File: config.mk
export PLATFORM = sky130hd
export DESIGN_NAME = muldiv_unit
export DESIGN_NICKNAME = d
export VERILOG_FILES = /design/src/rtl/muldiv_pkg.sv /design/src/rtl/muldiv_divider.sv /design/src/rtl/muldiv_unit.sv
export SDC_FILE = /design/constraint.sdc
export NUM_CORES = 2
export LEC_CHECK = 0
export ABC_AREA = 1
export CAP_MARGIN = 20
export CORE_UTILIZATION = 65
export CTS_BUF_LIST = sky130_fd_sc_hd__clkbuf_4 sky130_fd_sc_hd__clkbuf_8
export CTS_CLUSTER_DIAMETER = 100
export CTS_CLUSTER_SIZE = 10
export DETAILED_ROUTE_END_ITERATION = 10
export PLACE_DENSITY = 0.84
export SYNTH_ARGS = -nofsm -noshare
export SYNTH_HDL_FRONTEND = slang
export SYNTH_SLANG_ARGS = --single-unit
File: constraint.sdc
create_clock -name CLOCK -period 10.6 [get_ports CLOCK]
set_input_delay 2.12 -clock CLOCK [delete_from_list [all_inputs] [get_ports CLOCK]]
set_output_delay 2.12 -clock CLOCK [all_outputs]
set_load 0.02 [all_outputs]
File: src/rtl/muldiv_pkg.sv
// Shared definitions for the multiply/divide unit: op encoding, FSM states and fill values.
package muldiv_pkg;

  localparam logic [2:0] OP_MULT  = 3'd0;
  localparam logic [2:0] OP_MULTU = 3'd1;
  localparam logic [2:0] OP_DIV   = 3'd2;
  localparam logic [2:0] OP_DIVU  = 3'd3;
  localparam logic [2:0] OP_MTHI  = 3'd4;
  localparam logic [2:0] OP_MTLO  = 3'd5;

  typedef enum logic [1:0] {
    ST_IDLE = 2'd0,
    ST_MUL  = 2'd1,
    ST_DIV  = 2'd2,
    ST_FIX  = 2'd3
  } state_e;

  // LO is filled with copies of this bit after a divide by zero.
  localparam logic DIV0_LO_FILL_BIT = 1'b1;

endpackage

File: src/rtl/muldiv_divider.sv
// Iterative restoring radix-2 divider on unsigned magnitudes, one quotient bit per cycle.
module muldiv_divider #(
  parameter int W = 32
) (
  input  logic         clk_i,
  input  logic         rst_i,
  input  logic         start_i,
  input  logic [W-1:0] dividend_i,
  input  logic [W-1:0] divisor_i,
  output logic         last_o,
  output logic         ready_o,
  output logic [W-1:0] quotient_o,
  output logic [W-1:0] remainder_o
);

  localparam int CNT_W = $clog2(W + 1);

  logic [W-1:0]     rem_q, rem_d;
  logic [W-1:0]     quo_q, quo_d;
  logic [W-1:0]     dvs_q, dvs_d;
  logic [CNT_W-1:0] cnt_q, cnt_d;
  logic [W:0]       shifted_s;

  always_ff @(posedge clk_i or posedge rst_i) begin
    if (rst_i) begin
      rem_q <= {W{1'b0}};
      quo_q <= {W{1'b0}};
      dvs_q <= {W{1'b0}};
      cnt_q <= {CNT_W{1'b0}};
    end else begin
      rem_q <= rem_d;
      quo_q <= quo_d;
      dvs_q <= dvs_d;
      cnt_q <= cnt_d;
    end
  end

  // The partial remainder never exceeds the divisor, so it fits back into W bits.
  always_comb begin
    rem_d     = rem_q;
    quo_d     = quo_q;
    dvs_d     = dvs_q;
    cnt_d     = cnt_q;
    shifted_s = {rem_q, quo_q[W-1]};
    if (start_i) begin
      rem_d = {W{1'b0}};
      quo_d = dividend_i;
      dvs_d = divisor_i;
      cnt_d = CNT_W'(W);
    end else if (cnt_q != {CNT_W{1'b0}}) begin
      if (shifted_s >= {1'b0, dvs_q}) begin
        rem_d = W'(shifted_s - {1'b0, dvs_q});
        quo_d = {quo_q[W-2:0], 1'b1};
      end else begin
        rem_d = shifted_s[W-1:0];
        quo_d = {quo_q[W-2:0], 1'b0};
      end
      cnt_d = cnt_q - CNT_W'(1);
    end else begin
      cnt_d = cnt_q;
    end
  end

  assign last_o      = (cnt_q == CNT_W'(1));
  assign ready_o     = (cnt_q == {CNT_W{1'b0}});
  assign quotient_o  = quo_q;
  assign remainder_o = rem_q;

endmodule

File: src/rtl/muldiv_unit.sv
// Multi-cycle MULT/MULTU/DIV/DIVU/MTHI/MTLO unit with HI/LO registers and hazard stall.
// Define MULDIV_FAST_MULT_EN for a single-busy-cycle multiply.
module muldiv_unit
  import muldiv_pkg::*;
#(
  parameter int DATA_WIDTH   = 32,
  parameter int MULT_LATENCY = 4
) (
  input  logic                  CLOCK,
  input  logic                  RESET,
  input  logic                  Start_IN,
  input  logic [2:0]            Op_IN,
  input  logic [DATA_WIDTH-1:0] OperandA_IN,
  input  logic [DATA_WIDTH-1:0] OperandB_IN,
  input  logic                  ReadHiLo_IN,
  output logic                  Busy_OUT,
  output logic                  Stall_OUT,
  output logic                  Done_OUT,
  output logic                  DivByZero_OUT,
  output logic [DATA_WIDTH-1:0] Hi_OUT,
  output logic [DATA_WIDTH-1:0] Lo_OUT
);

  localparam int W = DATA_WIDTH;
`ifdef MULDIV_FAST_MULT_EN
  localparam int MUL_CYCLES = 1;
`else
  localparam int MUL_CYCLES = MULT_LATENCY;
`endif
  localparam int MCNT_W = (MUL_CYCLES > 1) ? $clog2(MUL_CYCLES) : 1;
  localparam logic [MCNT_W-1:0] MCNT_INIT = MCNT_W'(MUL_CYCLES - 1);

  state_e            state_q, state_d;
  logic [W-1:0]      a_q, a_d, b_q, b_d, hi_q, hi_d, lo_q, lo_d;
  logic [MCNT_W-1:0] mcnt_q, mcnt_d;
  logic              signed_q, signed_d, qneg_q, qneg_d, rneg_q, rneg_d;
  logic              div0_q, div0_d, dbz_q, dbz_d, done_q, done_d;

  logic              accept_s, is_mul_s, is_div_s, op_signed_div_s;
  logic              busy_s, stall_s, mul_wr_s, fix_wr_s;
  logic [W-1:0]      a_mag_s, b_mag_s, quo_s, rem_s;
  logic              div_last_s, div_ready_s;
  logic [2*W-1:0]    mul_a_s, mul_b_s, prod_s;

  assign accept_s        = (state_q == ST_IDLE) & Start_IN;
  assign is_mul_s        = (Op_IN == OP_MULT) | (Op_IN == OP_MULTU);
  assign is_div_s        = (Op_IN == OP_DIV)  | (Op_IN == OP_DIVU);
  assign op_signed_div_s = (Op_IN == OP_DIV);
  assign a_mag_s = (op_signed_div_s & OperandA_IN[W-1]) ? ({W{1'b0}} - OperandA_IN) : OperandA_IN;
  assign b_mag_s = (op_signed_div_s & OperandB_IN[W-1]) ? ({W{1'b0}} - OperandB_IN) : OperandB_IN;

  muldiv_divider #(.W(W)) u_divider (
    .clk_i       (CLOCK),
    .rst_i       (RESET),
    .start_i     (accept_s & is_div_s),
    .dividend_i  (a_mag_s),
    .divisor_i   (b_mag_s),
    .last_o      (div_last_s),
    .ready_o     (div_ready_s),
    .quotient_o  (quo_s),
    .remainder_o (rem_s)
  );

  assign mul_a_s = {{W{signed_q & a_q[W-1]}}, a_q};
  assign mul_b_s = {{W{signed_q & b_q[W-1]}}, b_q};
  assign prod_s  = mul_a_s * mul_b_s;

  always_ff @(posedge CLOCK or posedge RESET) begin
    if (RESET) begin
      state_q <= ST_IDLE;
    end else begin
      state_q <= state_d;
    end
  end

  always_comb begin
    state_d = state_q;
    case (state_q)
      ST_IDLE: begin
        if (accept_s & is_mul_s) begin
          state_d = ST_MUL;
        end else if (accept_s & is_div_s) begin
          state_d = ST_DIV;
        end else begin
          state_d = ST_IDLE;
        end
      end
      ST_MUL: begin
        if (mcnt_q == {MCNT_W{1'b0}}) begin
          state_d = ST_IDLE;
        end else begin
          state_d = ST_MUL;
        end
      end
      ST_DIV: begin
        if (div_last_s) begin
          state_d = ST_FIX;
        end else begin
          state_d = ST_DIV;
        end
      end
      ST_FIX:  state_d = ST_IDLE;
      default: state_d = ST_IDLE;
    endcase
  end

  always_comb begin
    busy_s   = (state_q != ST_IDLE);
    stall_s  = busy_s & (ReadHiLo_IN | Start_IN);
    mul_wr_s = (state_q == ST_MUL) & (mcnt_q == {MCNT_W{1'b0}});
    fix_wr_s = (state_q == ST_FIX) & div_ready_s;
  end

  always_ff @(posedge CLOCK or posedge RESET) begin
    if (RESET) begin
      a_q      <= {W{1'b0}};
      b_q      <= {W{1'b0}};
      hi_q     <= {W{1'b0}};
      lo_q     <= {W{1'b0}};
      mcnt_q   <= {MCNT_W{1'b0}};
      signed_q <= 1'b0;
      qneg_q   <= 1'b0;
      rneg_q   <= 1'b0;
      div0_q   <= 1'b0;
      dbz_q    <= 1'b0;
      done_q   <= 1'b0;
    end else begin
      a_q      <= a_d;
      b_q      <= b_d;
      hi_q     <= hi_d;
      lo_q     <= lo_d;
      mcnt_q   <= mcnt_d;
      signed_q <= signed_d;
      qneg_q   <= qneg_d;
      rneg_q   <= rneg_d;
      div0_q   <= div0_d;
      dbz_q    <= dbz_d;
      done_q   <= done_d;
    end
  end

  // Signs are stripped at issue and reapplied in FIX; divide by zero overrides the core result.
  always_comb begin
    a_d = a_q; b_d = b_q; hi_d = hi_q; lo_d = lo_q; mcnt_d = mcnt_q;
    signed_d = signed_q; qneg_d = qneg_q; rneg_d = rneg_q;
    div0_d = div0_q; dbz_d = dbz_q; done_d = 1'b0;
    if (accept_s) begin
      case (Op_IN)
        OP_MTHI: hi_d = OperandA_IN;
        OP_MTLO: lo_d = OperandA_IN;
        OP_MULT, OP_MULTU: begin
          a_d      = OperandA_IN;
          b_d      = OperandB_IN;
          signed_d = (Op_IN == OP_MULT);
          mcnt_d   = MCNT_INIT;
        end
        OP_DIV, OP_DIVU: begin
          a_d      = OperandA_IN;
          b_d      = OperandB_IN;
          signed_d = op_signed_div_s;
          qneg_d   = op_signed_div_s & (OperandA_IN[W-1] ^ OperandB_IN[W-1]);
          rneg_d   = op_signed_div_s & OperandA_IN[W-1];
          div0_d   = (OperandB_IN == {W{1'b0}});
          dbz_d    = dbz_q & (OperandB_IN == {W{1'b0}});
        end
        default: done_d = 1'b0;
      endcase
    end else if (mul_wr_s) begin
      hi_d   = prod_s[2*W-1:W];
      lo_d   = prod_s[W-1:0];
      done_d = 1'b1;
    end else if (fix_wr_s) begin
      if (div0_q) begin
        hi_d  = a_q;
        lo_d  = {W{DIV0_LO_FILL_BIT}};
        dbz_d = 1'b1;
      end else begin
        hi_d = rneg_q ? ({W{1'b0}} - rem_s) : rem_s;
        lo_d = qneg_q ? ({W{1'b0}} - quo_s) : quo_s;
      end
      done_d = 1'b1;
    end else if (state_q == ST_MUL) begin
      mcnt_d = mcnt_q - MCNT_W'(1);
    end else begin
      done_d = 1'b0;
    end
  end

  assign Busy_OUT      = busy_s;
  assign Stall_OUT     = stall_s;
  assign Done_OUT      = done_q;
  assign DivByZero_OUT = dbz_q;
  assign Hi_OUT        = hi_q;
  assign Lo_OUT        = lo_q;

endmodule

==> summary.txt <==
Worst setup path
  – Worst-path maximum fanout: 14
  – CP arrival: 9.34 ns
  – Worst EP required: 11.19 ns
  – Slowest-stage cell, CP: fa_1
  – Worst setup path class: flip-flop to flip-flop
  – Crit end category: flip-flop
  – Setup crit start kind: flip-flop
  – WP buf/inv: 5
  – Delay-heaviest family, CP: adder cells
  – Cell mode on critical path: fa_1
  – Slowest cell delay on critical path: 0.64 ns

STA
  – Setup tns final: 0 ns
  – Fmax: 114 MHz
  – Worst slew pin tran: 1.24 ns
  – Clk_skew: 0.0256 ns
  – RSZ-0062 raised after global routing: false
  – Slew Limit Headroom: 17.4%
  – Final number of setup-violating endpoints: 0
  – Post-route minimum period: 8.75 ns
  – Final period util: 82.6%
  – Max Slew Vio Count: 0
  – Final hold slack: 0.495 ns
  – Final Hold Viols: 0

Place
  – Dpl cells: 8453
  – Hpwl dp: 165000 um
  – Final Wtd Congestion: 1.09
  – IO buf count: 138

Floorplan
  – Die Footprint: 87400 sq um
  – # IOs: 139
  – Die H: 296 um
  – Die W: 296 um
  – Number of placement rows: 107
  – Core area: 85300 sq um
  – Initial Util: 65.7%

Synthesis
  – Synth Flop Type: dfrtp_1
  – Synthesized area per cell: 7.55 sq um
  – Post-synth top cells: inv_1 (1870), nand2_1 (1839), fa_1 (1126)
  – Mapped Cells: 7430
  – Largest cells by area after synthesis: fa_1 (40%), inv_1 (13%), nand2_1 (12%)
  – Largest family of logic cells by synthesized area: adder cells
  – Post-synth top area cell: fa_1
  – Cell area after synthesis: 56100 sq um
  – Adder-cell share of the synthesized area: 45.8%
  – Yosys cell types: 56
  – Post-Synth Simple-Gate Area: 19.8%
  – Post-synth net total: 8878
  – Area share of the largest cell type after synthesis: 40.2%
  – Synth async-reset ratio: 100%
  – Number of synthesized register bits: 240
  – Register area share after synthesis: 10.7%
  – Post-Synth XOR/XNOR Area: 1.44%
  – Ys Warns: 0
  – Post-synthesis compound-gate area fraction: 7.04%
  – Mux cell area share after synthesis: 0%
  – Post-synth EDFFs: 0
  – Most common cell in the synthesized netlist: inv_1

Clock network
  – Clock net sink count: 240
  – Clk buf depth: 3
  – Worst-path clk slew: 0.09 ns
  – Clk_lat worst skew: 0.66 ns
  – Hold_buf cts: 0
  – # H-tree levels: 1
  – Num CTS Buffers: 29
  – CTS tree: yes
  – Setup Buffers After CTS: 0
  – CTS root buffer: clkbuf_8
  – # resized after CTS: 0

Global routing
  – Overflow after GRT: 0
  – Number of global-route vias before repair: 52300
  – GRT Total Usage: 47.1%
  – Largest net degree at the start of global routing: 132
  – Initial antenna violation count: 3
  – First-pass GRT wire length: 306000 um

Routing
  – Via-to-Cell Ratio: 5.90
  – DRC Markers: 0
  – DR pass1 iterations: 6
  – Number of DRC markers in iteration 0: 5803
  – WL/cell: 23.6 um
  – Total wire length: 201000 um
  – Via count: 50200
  – Routed Antenna Nets: 0

Cells and area
  – Util after Layout: 69.2%
  – Final cell count without fillers: 8501
  – Layout cell share with drive strength beyond 1: 2.96%
  – Nets: 8797
  – P&R area growth vs syn: 5.30%

Flow run
  – Max Cap Violations: 0

Worst hold path
  – Worst min path class: flip-flop to flip-flop

Outcome
  – Status: completed
==> flip-flops by register name (all words and copies together), names as in the netlist, 2 cells and up <==
| signal | count |
|---|---|
| u_divider.dvs_q | 32 |
| mcnt_q | 2 |
| Hi_OUT | 32 |
| a_q | 32 |
| Lo_OUT | 32 |
| b_q | 32 |
| u_divider.quotient_o | 32 |
| u_divider.remainder_o | 32 |
| state_q | 2 |
| u_divider.cnt_q | 6 |
==> routing by layer <==
metal | vias up | global-route usage (%) | wire length [um]
li1 | 21500 | - | -
met1 | 24400 | 60.3 | 72200
met2 | 3434 | 71.6 | 88100
met3 | 761 | 13.3 | 25500
met4 | 4 | 28.0 | 14800
met5 | - | 0.887 | 95
==> final timing paths <==
check,startpoint,end,slack [ns],cells after the start
setup / recovery,signed_q$_DFFE_PP0P_,Hi_OUT[12]$_DFFE_PP0P_,1.85,25
max in group asynchronous,RESET,u_divider.quotient_o[0]$_DFFE_PP0P_,7.15,3
min in group asynchronous,RESET,b_q[24]$_DFFE_PP0P_,2.04,2
hold / removal,DivByZero_OUT$_DFFE_PP0P_,DivByZero_OUT$_DFFE_PP0P_,0.49,1
hold reg to reg,DivByZero_OUT$_DFFE_PP0P_,DivByZero_OUT$_DFFE_PP0P_,0.49,1
setup reg to reg,signed_q$_DFFE_PP0P_,Hi_OUT[12]$_DFFE_PP0P_,1.85,25
==> worst register-to-register path: cells and delay by family (launching register included) <==
kind | cells | cell delay (ns)
simple gates | 8 | 1.82
flops | 1 | 0.38
compound gates | 3 | 1.09
fa+ha+maj | 9 | 4.65
buf+inv | 5 | 0.77
==> cell usage in the layout, fill, tap and decap left out, drive strengths merged, types with 2 or more instances in the layout <==
cell,instances
nand2,1844
fa,1126
xor2,63
nor4,10
o21a,2
a21o,7
o311ai,2
nand4,30
o31ai,6
clkdlybuf4s50,138
nor3,44
o21ai,312
o221ai,44
clkinv,5
diode,2
o22ai,20
clkbuf,32
ha,251
dfrtp,240
nor3b,3
nand3,279
a21oi,232
buf,116
nand3b,8
a31oi,18
clkinvlp,2
o21bai,13
a21boi,6
o211ai,24
inv,1882
xnor2,29
or2,11
nor2,548
==> final cells by class <==
type / instances / area, sq um
Sequential cell: 240 / 6010
Clock inverter: 5 / 55.1
Inverter: 1885 / 7080
Clock buffer: 32 / 434
Tap cell: 1144 / 1430
Multi-Input combinational cell: 4939 / 41600
Timing Repair Buffer: 254 / 2440
Fill cell: 6784 / 26200
Antenna cell: 2 / 5.00
==> kinds of logic (layout without fill, tap and decap cells) <==
logic type,after synthesis,after routing
and+or+nand+nor,2778,2778
buffers and inverters,2251,2176
adders and majority gates,1377,1377
AOI/OAI and AO/OA,692,692
DFF,240,240
xor gates and xnor gates,92,92
other,0,2
==> per-stage QoR <==
| step | instance area (sq um) | worst slack [ns] |
|---|---|---|
| after detailed placement | 58300 | 1.56 |
| after floorplan | 56100 | 1.89 |
| after global placement | 58300 | 1.74 |
| after global routing | 59000 | 1.44 |
| final | 59000 | 1.85 |
| after CTS | 58800 | 1.51 |
Power is not shown: default switching activity piles up to over one toggle a cycle in this logic, so the estimate is an artifact.
